===== src/rtl/uart_tx_param_if.sv =====
// Handshake and status bundle between a word producer and the buffered UART transmitter.
interface uart_tx_param_if #(
    parameter int DATA_BITS  = 8,
    parameter int FIFO_DEPTH = 4
);
    logic                          send;
    logic [DATA_BITS-1:0]          data;
    logic                          txd;
    logic                          rdy;
    logic                          busy;
    logic [$clog2(FIFO_DEPTH):0]   count;
    logic                          overflow;

    modport master (output send, data, input txd, rdy, busy, count, overflow);
    modport slave  (input send, data, output txd, rdy, busy, count, overflow);
endinterface


===== src/rtl/uart_tx_param.sv =====
// Buffered UART transmitter: edge-triggered push into a small FIFO, frames sent back to back
// with configurable data width, parity and stop bits.
module uart_tx_param #(
    parameter int CLK_FREQ   = 100_000_000,
    parameter int BAUD       = 9600,
    parameter int DATA_BITS  = 8,
    parameter int PARITY     = 0,
    parameter int STOP_BITS  = 1,
    parameter int FIFO_DEPTH = 4
) (
    input  logic           clk_100mhz,
    input  logic           reset,
    uart_tx_param_if.slave bus
);
    localparam int DIV = CLK_FREQ / BAUD;
    localparam int BW  = (DIV > 1) ? $clog2(DIV) : 1;
    localparam int AW  = $clog2(FIFO_DEPTH);
    localparam int CW  = AW + 1;

    typedef enum logic [2:0] {IDLE, START, DATA, PAR, STOP} state_t;

    state_t               state, state_nxt;
    logic [BW-1:0]        baud_cnt, baud_nxt;
    logic [3:0]           bit_cnt, bit_nxt;
    logic [DATA_BITS-1:0] shreg, sh_nxt;
    logic                 par_bit, par_nxt;
    logic                 txd_q, txd_nxt;
    logic                 ovf_q;
    logic [DATA_BITS-1:0] mem [FIFO_DEPTH];
    logic [AW-1:0]        wr_ptr, rd_ptr;
    logic [CW-1:0]        count;
    logic                 send_d, push, push_ok, pop, rdy, baud_end, fifo_empty;

    assign push       = bus.send & ~send_d;
    assign rdy        = (count != CW'(FIFO_DEPTH));
    assign push_ok    = push & rdy;
    assign fifo_empty = (count == '0);
    assign baud_end   = (baud_cnt == BW'(DIV - 1));

    assign bus.txd      = txd_q;
    assign bus.rdy      = rdy;
    assign bus.busy     = (state != IDLE);
    assign bus.count    = count;
    assign bus.overflow = ovf_q;

    always_comb begin
        state_nxt = state;
        baud_nxt  = baud_cnt + 1'b1;
        bit_nxt   = bit_cnt;
        sh_nxt    = shreg;
        par_nxt   = par_bit;
        pop       = 1'b0;
        txd_nxt   = 1'b1;
        unique case (state)
            IDLE: begin
                baud_nxt = '0;
                bit_nxt  = '0;
                if (!fifo_empty) begin
                    pop       = 1'b1;
                    state_nxt = START;
                end
            end
            START: if (baud_end) begin
                baud_nxt  = '0;
                state_nxt = DATA;
            end
            DATA: if (baud_end) begin
                baud_nxt = '0;
                if (bit_cnt == 4'(DATA_BITS - 1)) begin
                    bit_nxt   = '0;
                    state_nxt = (PARITY != 0) ? PAR : STOP;
                end else begin
                    bit_nxt = bit_cnt + 4'd1;
                    sh_nxt  = shreg >> 1;
                end
            end
            PAR: if (baud_end) begin
                baud_nxt  = '0;
                state_nxt = STOP;
            end
            STOP: if (baud_end) begin
                baud_nxt = '0;
                if (bit_cnt == 4'(STOP_BITS - 1)) begin
                    bit_nxt = '0;
                    // Chain straight into the next start bit so queued words leave no idle gap.
                    if (!fifo_empty) begin
                        pop       = 1'b1;
                        state_nxt = START;
                    end else begin
                        state_nxt = IDLE;
                    end
                end else begin
                    bit_nxt = bit_cnt + 4'd1;
                end
            end
            default: state_nxt = IDLE;
        endcase
        if (pop) begin
            sh_nxt  = mem[rd_ptr];
            par_nxt = (^mem[rd_ptr]) ^ (PARITY == 2);
        end
        // The line level is chosen from the state being entered so txd comes straight off a flop.
        case (state_nxt)
            START:   txd_nxt = 1'b0;
            DATA:    txd_nxt = sh_nxt[0];
            PAR:     txd_nxt = par_bit;
            default: txd_nxt = 1'b1;
        endcase
    end

    always_ff @(posedge clk_100mhz) begin
        if (reset) begin
            state    <= IDLE;
            baud_cnt <= '0;
            bit_cnt  <= '0;
            shreg    <= '0;
            par_bit  <= 1'b0;
            txd_q    <= 1'b1;
            ovf_q    <= 1'b0;
            wr_ptr   <= '0;
            rd_ptr   <= '0;
            count    <= '0;
            // Track the level during reset so a send held across reset is not seen as a new edge.
            send_d   <= bus.send;
        end else begin
            state    <= state_nxt;
            baud_cnt <= baud_nxt;
            bit_cnt  <= bit_nxt;
            shreg    <= sh_nxt;
            par_bit  <= par_nxt;
            txd_q    <= txd_nxt;
            ovf_q    <= push & ~rdy;
            send_d   <= bus.send;
            if (push_ok) wr_ptr <= wr_ptr + 1'b1;
            if (pop)     rd_ptr <= rd_ptr + 1'b1;
            count    <= count + CW'(push_ok) - CW'(pop);
        end
    end

    always_ff @(posedge clk_100mhz) begin
        if (!reset && push_ok) mem[wr_ptr] <= bus.data;
    end
endmodule


===== src/flat_wrapper.sv =====
// flat-port wrapper written by rule: the top's interface ports become plain ports
module uart_tx_param_flat 
#(
    parameter int CLK_FREQ   = 100_000_000,
    parameter int BAUD       = 9600,
    parameter int DATA_BITS  = 8,
    parameter int PARITY     = 0,
    parameter int STOP_BITS  = 1,
    parameter int FIFO_DEPTH = 4
)
  (clk_100mhz, reset, bus_send, bus_data, bus_txd, bus_rdy, bus_busy, bus_count, bus_overflow);
  uart_tx_param_if #(.DATA_BITS(DATA_BITS), .FIFO_DEPTH(FIFO_DEPTH)) bus_i ();
  input  logic clk_100mhz;
  input  logic reset;
  input wire logic [$bits(bus_i.send)-1:0] bus_send;
  input wire logic [$bits(bus_i.data)-1:0] bus_data;
  output wire logic [$bits(bus_i.txd)-1:0] bus_txd;
  output wire logic [$bits(bus_i.rdy)-1:0] bus_rdy;
  output wire logic [$bits(bus_i.busy)-1:0] bus_busy;
  output wire logic [$bits(bus_i.count)-1:0] bus_count;
  output wire logic [$bits(bus_i.overflow)-1:0] bus_overflow;
  assign bus_i.send = bus_send;
  assign bus_i.data = bus_data;
  assign bus_txd = bus_i.txd;
  assign bus_rdy = bus_i.rdy;
  assign bus_busy = bus_i.busy;
  assign bus_count = bus_i.count;
  assign bus_overflow = bus_i.overflow;
  uart_tx_param #(.CLK_FREQ(CLK_FREQ), .BAUD(BAUD), .DATA_BITS(DATA_BITS), .PARITY(PARITY), .STOP_BITS(STOP_BITS), .FIFO_DEPTH(FIFO_DEPTH)) u_core (.clk_100mhz(clk_100mhz), .reset(reset), .bus(bus_i));
endmodule

===== config.mk =====
export PLATFORM = sky130hd
export DESIGN_NAME = uart_tx_param_flat
export DESIGN_NICKNAME = d
export VERILOG_FILES = /design/src/rtl/uart_tx_param_if.sv /design/src/rtl/uart_tx_param.sv /design/src/flat_wrapper.sv
export SDC_FILE = /design/constraint.sdc
export NUM_CORES = 1
export LEC_CHECK = 0
export ABC_AREA = 1
export BUFFER_PORTS_ARGS = -buffer_cell sky130_fd_sc_hd__buf_2
export CORE_ASPECT_RATIO = 0.8
export CORE_MARGIN = 2
export CORE_UTILIZATION = 45
export CTS_CLUSTER_DIAMETER = 30
export CTS_CLUSTER_SIZE = 12
export DETAILED_ROUTE_END_ITERATION = 12
export MAX_ROUTING_LAYER = met4
export PLACE_DENSITY = 0.61
export SLEW_MARGIN = 10
export SYNTH_ARGS = -nofsm -noshare
export SYNTH_HDL_FRONTEND = slang
export SYNTH_SLANG_ARGS = --single-unit

===== constraint.sdc =====
create_clock -name clk_100mhz -period 4.7 [get_ports clk_100mhz]
set_input_delay 0.94 -clock clk_100mhz [delete_from_list [all_inputs] [get_ports clk_100mhz]]
set_output_delay 0.94 -clock clk_100mhz [all_outputs]
set_load 0.02 [all_outputs]

==> results of run 1 <==
## where the power goes
group	internal, uW	total (uW)	leakage, uW	switching [uW]
Sequential	748	833	0.000632	84.7
Clock	256	523	0.000100	267
Combinational	242	734	0.00100	492
## cells in the final DEF (no fill, tap or decap), types with 4 or more instances in the layout
cell type and count:
edfxtp_1 32, nand2_1 156, dfxtp_1 42, inv_2 5, xor2_1 5, nor3_1 9, nand3_1 36, ha_1 9
nand4_1 6, o21ai_0 15, clkbuf_8 9, a21oi_1 26, nor2_2 6, nor2_1 30, buf_2 17, nand2_2 4
inv_1 54
## Yosys cell counts (6+ instances only)
cell,n,area share
nor2_2,6,0.010
nor3_1,9,0.012
ha_1,9,0.031
a21oi_1,26,0.036
dfxtp_1,42,0.23
edfxtp_1,32,0.26
nor2_1,30,0.031
nand3_1,36,0.049
inv_1,54,0.056
nand4_1,6,0.010
nand2_1,156,0.16
o21ai_0,15,0.021
## worst paths after layout
kind                                          from                  end  cells past startpoint
worst min-delay path                 u_core.send_d  u_core.bus.overflow                      1
worst min register to register       u_core.send_d  u_core.bus.overflow                      1
worst max-delay path            u_core.baud_cnt[0]  u_core.bus.count[2]                     14
worst max register to register  u_core.baud_cnt[0]  u_core.bus.count[2]                     14
## flip-flops by register name, indices dropped and copies added, names as in the netlist, named ones only
register             cells
u_core.rd_ptr            2
u_core.bus.txd           1
u_core.state             3
u_core.baud_cnt         14
u_core.send_d            1
u_core.shreg             8
u_core.mem              32
u_core.bus.count         3
u_core.wr_ptr            2
u_core.par_bit           1
u_core.bus.overflow      1
u_core.bit_cnt           4
## cells by family after synthesis
group / after synthesis / share of synthesized area
compound gates: 48 / 0.0701
flops: 74 / 0.495
simple gates: 256 / 0.305
fa+ha+maj: 10 / 0.0364
buf+inv: 69 / 0.0790
xor+xnor: 6 / 0.0144
## worst max-delay path: cells and delay by family, from the launching register on
family / cells / cell delay (ns)
and+or+nand+nor: 5 / 0.74
buffers and inverters: 3 / 0.15
DFF: 1 / 0.40
adders and majority gates: 4 / 1.01
AOI/OAI and AO/OA: 2 / 0.23
## stage by stage
stage	setup WS [ns]	cells	hold slack [ns]
floorplan	2.32	463	0.398
CTS	2.06	595	0.433
global placement	2.00	579	0.411
global route	1.79	595	0.450
finish	2.07	595	0.427
detailed placement	1.94	579	0.421
## final cells by class
| class | count | share of cell area |
|---|---|---|
| sequential | 74 | 0.449 |
| multi-input combinational | 320 | 0.387 |
| inverter | 60 | 0.0568 |
| tap | 108 | 0.0337 |
| clock buffer | 9 | 0.0309 |
| clock inverter | 7 | 0.0212 |
| timing repair buffer | 17 | 0.0212 |
## layer usage
layer | vias up | wire [um] | part of all wire
li1 | 1536 | - | -
met1 | 1320 | 3930 | 0.53
met2 | 69 | 3070 | 0.41
met3 | 12 | 359 | 0.048
met4 | 0 | 97 | 0.013
met5 | - | 0 | 0
==> reports/qor.yml, run 1 <==
drc: 0
wl_um: 7450
hp-class: "reg2reg"
top_usage_layer: "met1"
nets: 503
netlist_instances: 463
end_kind: "register"
cts.hold.buffers_added: 0
vias: 2937
clockRootBuffer: "clkbuf_8"
cp.arrival_ns: 2.88
drt_iter0_drc: 145
setup_viol: 0
wl_per_cell_um: 12.5
cp_cell_sequence: "ha_1, nand3_2, nor3_2, nand2_2, nor2_4, inv_2, nand2_2, ha_1, inv_1, ha_1, inv_1, fa_1, o21ai_0, a21oi_1"
fin_util: 0.509
synth.distinct_cells: 31
clk_pin_slew_worst_paths_ns: 0.08
cts.sinks: 74
cpMaxStageDelayCell: "dfxtp_1"
io-pin-count: 18
worstPathMaxFanout: 12
die_h_um: 84.5
drive_gt1_frac: 0.117
grt_start_max_net_pins: 20
slew_headroom: 0.532
initial_utilization: 0.462
synth_nets: 484
fin_crit_sh: 0.560
reg2reg_slack_ns: 2.07
rsz0062_at_grt: "false"
use_met3: 0.0427
p_leak_uw: 0.00173
insertion_delay_ns: 0.36
critPathLaunchType: "register"
grt_use_met1: 0.274
cts_tree: "built"
worstMarginPinSlew_ns: 0.701
fin_total_pwr_uw: 2090
synth_seq_area_share: 0.495
status: "complete, no violations"
peakVddDrop_mv: 0.299
async_flop_share: 0
cts_resized: 0
grt-ovfl-total: 0
postCtsSetupRepairBufs: 0
regArea_sq_mm: 0.00180
slew_viol_final: 0
setup_tns_ns: 0
synth_area_per_cell_sq_um: 7.86
synth_area_sq_mm: 0.00364
placed_area_sq_mm: 0.00380
clockBufferDepth: 2
portBuffers: 17
max_clock_freq_ghz: 0.380
die_area_sq_mm: 0.00883
vias_per_cell: 4.94
first_pass_iters: 4
synthFlopType: "dfxtp_1"
core_area_sq_mm: 0.00787
htreeDepth: 3
cp_common_cell: "ha_1"
period_needed_ns: 2.63
cp_slowest_stage_delay_ns: 0.40
skew_ns: 0.0144
grt_pass1_wl_um: 12800
grt_util_met2: 0.263
hpwl_um: 5440
yosys_warnings: 0
synth_edf_count: 32
multiInputGateArea_sq_mm: 0.00155
final_area_sq_mm: 0.00401
ys_seq_elements: 74
num_rows: 29
fillCellCount: 778
ant_nets: 0
antenna_found_initial: 0
area_growth_pct: 10.1
track_usage: 0.190
grt_pass1_vias: 2697
maxCapViolCount: 0
cts-buffers-inserted: 9
insertedDiodeCount: 0
worstSetupPathType: "reg2reg"
cp.required_ns: 4.95
hold_violations: 0
die_w_um: 105
power.density_mw_per_mm2: 521
place.gp.congestion: 0.834
Power figures use the tool's default switching activity.
==> run 2: changes to the inputs <==
--- a/config.mk
+++ b/config.mk
@@ -5,7 +5,7 @@
 export SDC_FILE = /design/constraint.sdc
 export NUM_CORES = 1
 export LEC_CHECK = 0
-export ABC_AREA = 1
+export ABC_AREA = 0
 export BUFFER_PORTS_ARGS = -buffer_cell sky130_fd_sc_hd__buf_2
 export CORE_ASPECT_RATIO = 0.8
 export CORE_MARGIN = 2
@@ -14,7 +14,7 @@
 export CTS_CLUSTER_SIZE = 12
 export DETAILED_ROUTE_END_ITERATION = 12
 export MAX_ROUTING_LAYER = met4
-export PLACE_DENSITY = 0.61
+export PLACE_DENSITY = 0.63
 export SLEW_MARGIN = 10
 export SYNTH_ARGS = -nofsm -noshare
 export SYNTH_HDL_FRONTEND = slang
==> constraint.sdc (replaced) <==
create_clock -name clk_100mhz -period 2.3 [get_ports clk_100mhz]
set_input_delay 0.46 -clock clk_100mhz [delete_from_list [all_inputs] [get_ports clk_100mhz]]
set_output_delay 0.46 -clock clk_100mhz [all_outputs]
set_load 0.02 [all_outputs]
==> reports/qor.yml, run 2 <==
synth_top_area_share: 0.300  # was 0.264
synth.most_common_cell: "dfxtp_1"  # was nand2_1
cts-buffers-inserted: 9  # unchanged
end_kind: "register"  # unchanged
hold_violations: 0  # unchanged
cp.required_ns: 2.52  # was 4.95 ns
cp_slowest_stage_delay_ns: 0.55  # was 0.40 ns
nets: 351  # was 503
synthFlopType: "dfxtp_1"  # unchanged
hp-class: "in2reg"  # was reg2reg
worstMarginPinSlew_ns: 0.464  # was 0.701 ns
synth_nets: 298  # was 484
yosys_warnings: 0  # unchanged
ys_seq_elements: 74  # unchanged
dp_slack_ns: -0.377  # was 1.94 ns
grt_pass1_vias: 2071  # was 2697
slew_headroom: 0.690  # was 0.532
grt_pass1_wl_um: 10100  # was 12800 um
synth.distinct_cells: 48  # was 31
rsz0062_at_grt: "true"  # was false
drive_gt1_frac: 0.307  # was 0.117
hpwl_um: 4210  # was 5440 um
p_leak_uw: 0.00146  # was 0.00173 uW
drt_iter0_drc: 90  # was 145
synth_area_per_cell_sq_um: 11.6  # was 7.86 sq um
clockRootBuffer: "clkbuf_8"  # unchanged
synth_top_cells_by_count: "dfxtp_1, nor2_1, edfxtp_1"  # was nand2_1, inv_1, dfxtp_1
layout_commonest_cell: "dfxtp_1"  # was nand2_1
regArea_sq_mm: 0.00181  # was 0.00180 sq mm
cts.sinks: 74  # unchanged
final_cell_mix: "dfxtp_1, nor2_1, buf_4, edfxtp_1"  # was nand2_1, inv_1, dfxtp_1, nand3_1, edfxtp_1
skew_ns: 0.00701  # was 0.0144 ns
multiInputGateArea_sq_mm: 0.00140  # was 0.00155 sq mm
htreeDepth: 3  # unchanged
portBuffers: 17  # unchanged
die_w_um: 98.4  # was 105 um
place.gp.congestion: 0.769  # was 0.834
synth.largest_area_cell: "edfxtp_1"  # unchanged
first_pass_iters: 4  # unchanged
violations: "setup timing"
wl_per_cell_um: 13.9  # was 12.5 um
grt_start_max_net_pins: 29  # was 20
largest_reg_flops: 32  # unchanged
critPathLaunchType: "register"  # unchanged
slew_viol_final: 0  # unchanged
drc: 0  # unchanged
yosys-top-cells-area: "edfxtp_1, dfxtp_1, mux4_2, xnor2_1, nor2_1"  # was edfxtp_1, dfxtp_1, nand2_1, inv_1, nand3_1
fin_ws_ns: -0.336  # was 2.07 ns
peakVddDrop_mv: 0.753  # was 0.299 mV
die_h_um: 79.5  # was 84.5 um
synth_edf_count: 32  # unchanged
worstPathMaxFanout: 2  # was 12
fin_crit_sh: 1.15  # was 0.560
dp.cells: 404  # was 579
area_growth_pct: 22.6  # was 10.1%
fillCellCount: 595  # was 778
vias_per_cell: 5.00  # was 4.94
initial_utilization: 0.465  # was 0.462
largest_register: "u_core.mem"  # unchanged
insertedDiodeCount: 0  # unchanged
maxCapViolCount: 0  # unchanged
async_flop_share: 0  # unchanged
vias: 2110  # was 2937
synth_seq_area_share: 0.562  # was 0.495
ant_nets: 0  # unchanged
period_needed_ns: 2.64  # was 2.63 ns
io-pin-count: 18  # unchanged
reg_top3: "u_core.mem (32), u_core.baud_cnt (14), u_core.shreg (8)"  # unchanged
grt-ovfl-total: 0  # unchanged
max_clock_freq_ghz: 0.379  # was 0.380 GHz
cp.arrival_ns: 2.86  # was 2.88 ns
fin_cells: 422  # was 595
die_area_sq_mm: 0.00782  # was 0.00883 sq mm
netlist_instances: 277  # was 463
num_rows: 27  # was 29
status: "finished, violations left"  # was complete, no violations
setup_viol: 7  # was 0
cpMaxStageDelayCell: "or4_4"  # was dfxtp_1
power.density_mw_per_mm2: 976  # was 521 mW/mm^2
wl_um: 5850  # was 7450 um
cp_cell_sequence: "or4_4, nor4_4, a21bo_2, nand2_4, clkinv_4, ha_4, inv_2, ha_4, inv_2, fa_2, xor2_2, xnor2_1, nor2_1"  # was ha_1, nand3_2, nor3_2, nand2_2, nor2_4, inv_2, nand2_2, ha_1, inv_1, ha_1, inv_1, fa_1, o21ai_0, a21oi_1
synth_area_sq_mm: 0.00321  # was 0.00364 sq mm
clk_pin_slew_worst_paths_ns: 0.08  # about the same
antenna_found_initial: 0  # unchanged
worstSetupPathType: "reg2reg"  # unchanged
clockBufferDepth: 2  # unchanged
insertion_delay_ns: 0.33  # was 0.36 ns
track_usage: 0.172  # was 0.190
cts_tree: "built"  # unchanged
fin_total_pwr_uw: 3840  # was 2090 uW
core_area_sq_mm: 0.00689  # was 0.00787 sq mm
==> run 2: cell count changes after synthesis, moves of 6 or more <==
cell	change
and3_1	+6
nor2_2	-6
a21oi_1	-15
nand2_1	-139
o21ai_0	-11
nor2_1	+6
mux4_2	+8
xnor2_1	+16
inv_1	-45
nand3_1	-26
==> run 2: power by group <==
group          total (uW)  switching [uW]  internal, uW
Combinational        1250             637           614
Sequential           1610            95.2          1520
Clock                 975             472           503
Total                3840            1200          2630
==> run 2: path summary, 6_finish.rpt <==
kind                                    startpoint  slack [ns]  cells past startpoint                  end
worst max-delay path            u_core.baud_cnt[8]       -0.34                     13  u_core.bus.count[2]
worst min-delay path                      bus_send        0.24                      1        u_core.send_d
worst max register to register  u_core.baud_cnt[8]       -0.34                     13  u_core.bus.count[2]
worst min register to register  u_core.baud_cnt[0]        0.45                      1   u_core.baud_cnt[0]
==> run 2: kinds of logic after synthesis <==
| kind of cell | share of synthesized area |
|---|---|
| buffers and inverters | 0.0285 |
| xor gates and xnor gates | 0.0656 |
| adders and majority gates | 0.0476 |
| muxes | 0.0742 |
| DFF | 0.562 |
| AOI/OAI and AO/OA | 0.0671 |
| and+or+nand+nor | 0.155 |
==> run 2: what timing repair did <==
item	4_1_cts	5_1_grt
pin swaps	5	3
resized for setup	2	2
hold buffers	0	0
endpoints found under the setup margin	13	28
buffers inserted	1	1
==> run 2: area by class of cell <==
class | count | area share
clock buffer | 10 | 0.0325
tap | 87 | 0.0277
clock inverter | 6 | 0.0172
inverter | 10 | 0.0108
timing repair buffer | 54 | 0.0955
multi-input combinational | 181 | 0.357
sequential | 74 | 0.460
==> run 2: worst max-delay path: cells and delay by family (launching register included) <==
kind | cells | cell delay (ns)
and+or+nand+nor | 4 | 0.94
xor gates and xnor gates | 2 | 0.28
DFF | 1 | 0.32
adders and majority gates | 3 | 0.63
AOI/OAI and AO/OA | 1 | 0.21
buffers and inverters | 3 | 0.15
==> run 2: metrics by stage <==
stage	instance area, sq um	hold slack [ns]	utilization	setup TNS [ns]
floorplan	3280	0.413	-	-1.73
global placement	3700	0.426	0.536	-1.33
detailed placement	3700	0.433	0.536	-1.60
CTS	3910	0.220	0.568	-1.52
global route	3930	0.225	0.570	-2.87
finish	3930	0.241	0.570	-1.49
==> run 2: metal layers <==
metal,up-vias,share of wire,GRT usage
li1,1080,-,-
met1,1000,0.53,0.243
met2,23,0.43,0.243
met5,-,0,-
met3,7,0.027,0.0420
met4,0,0.012,0.0616
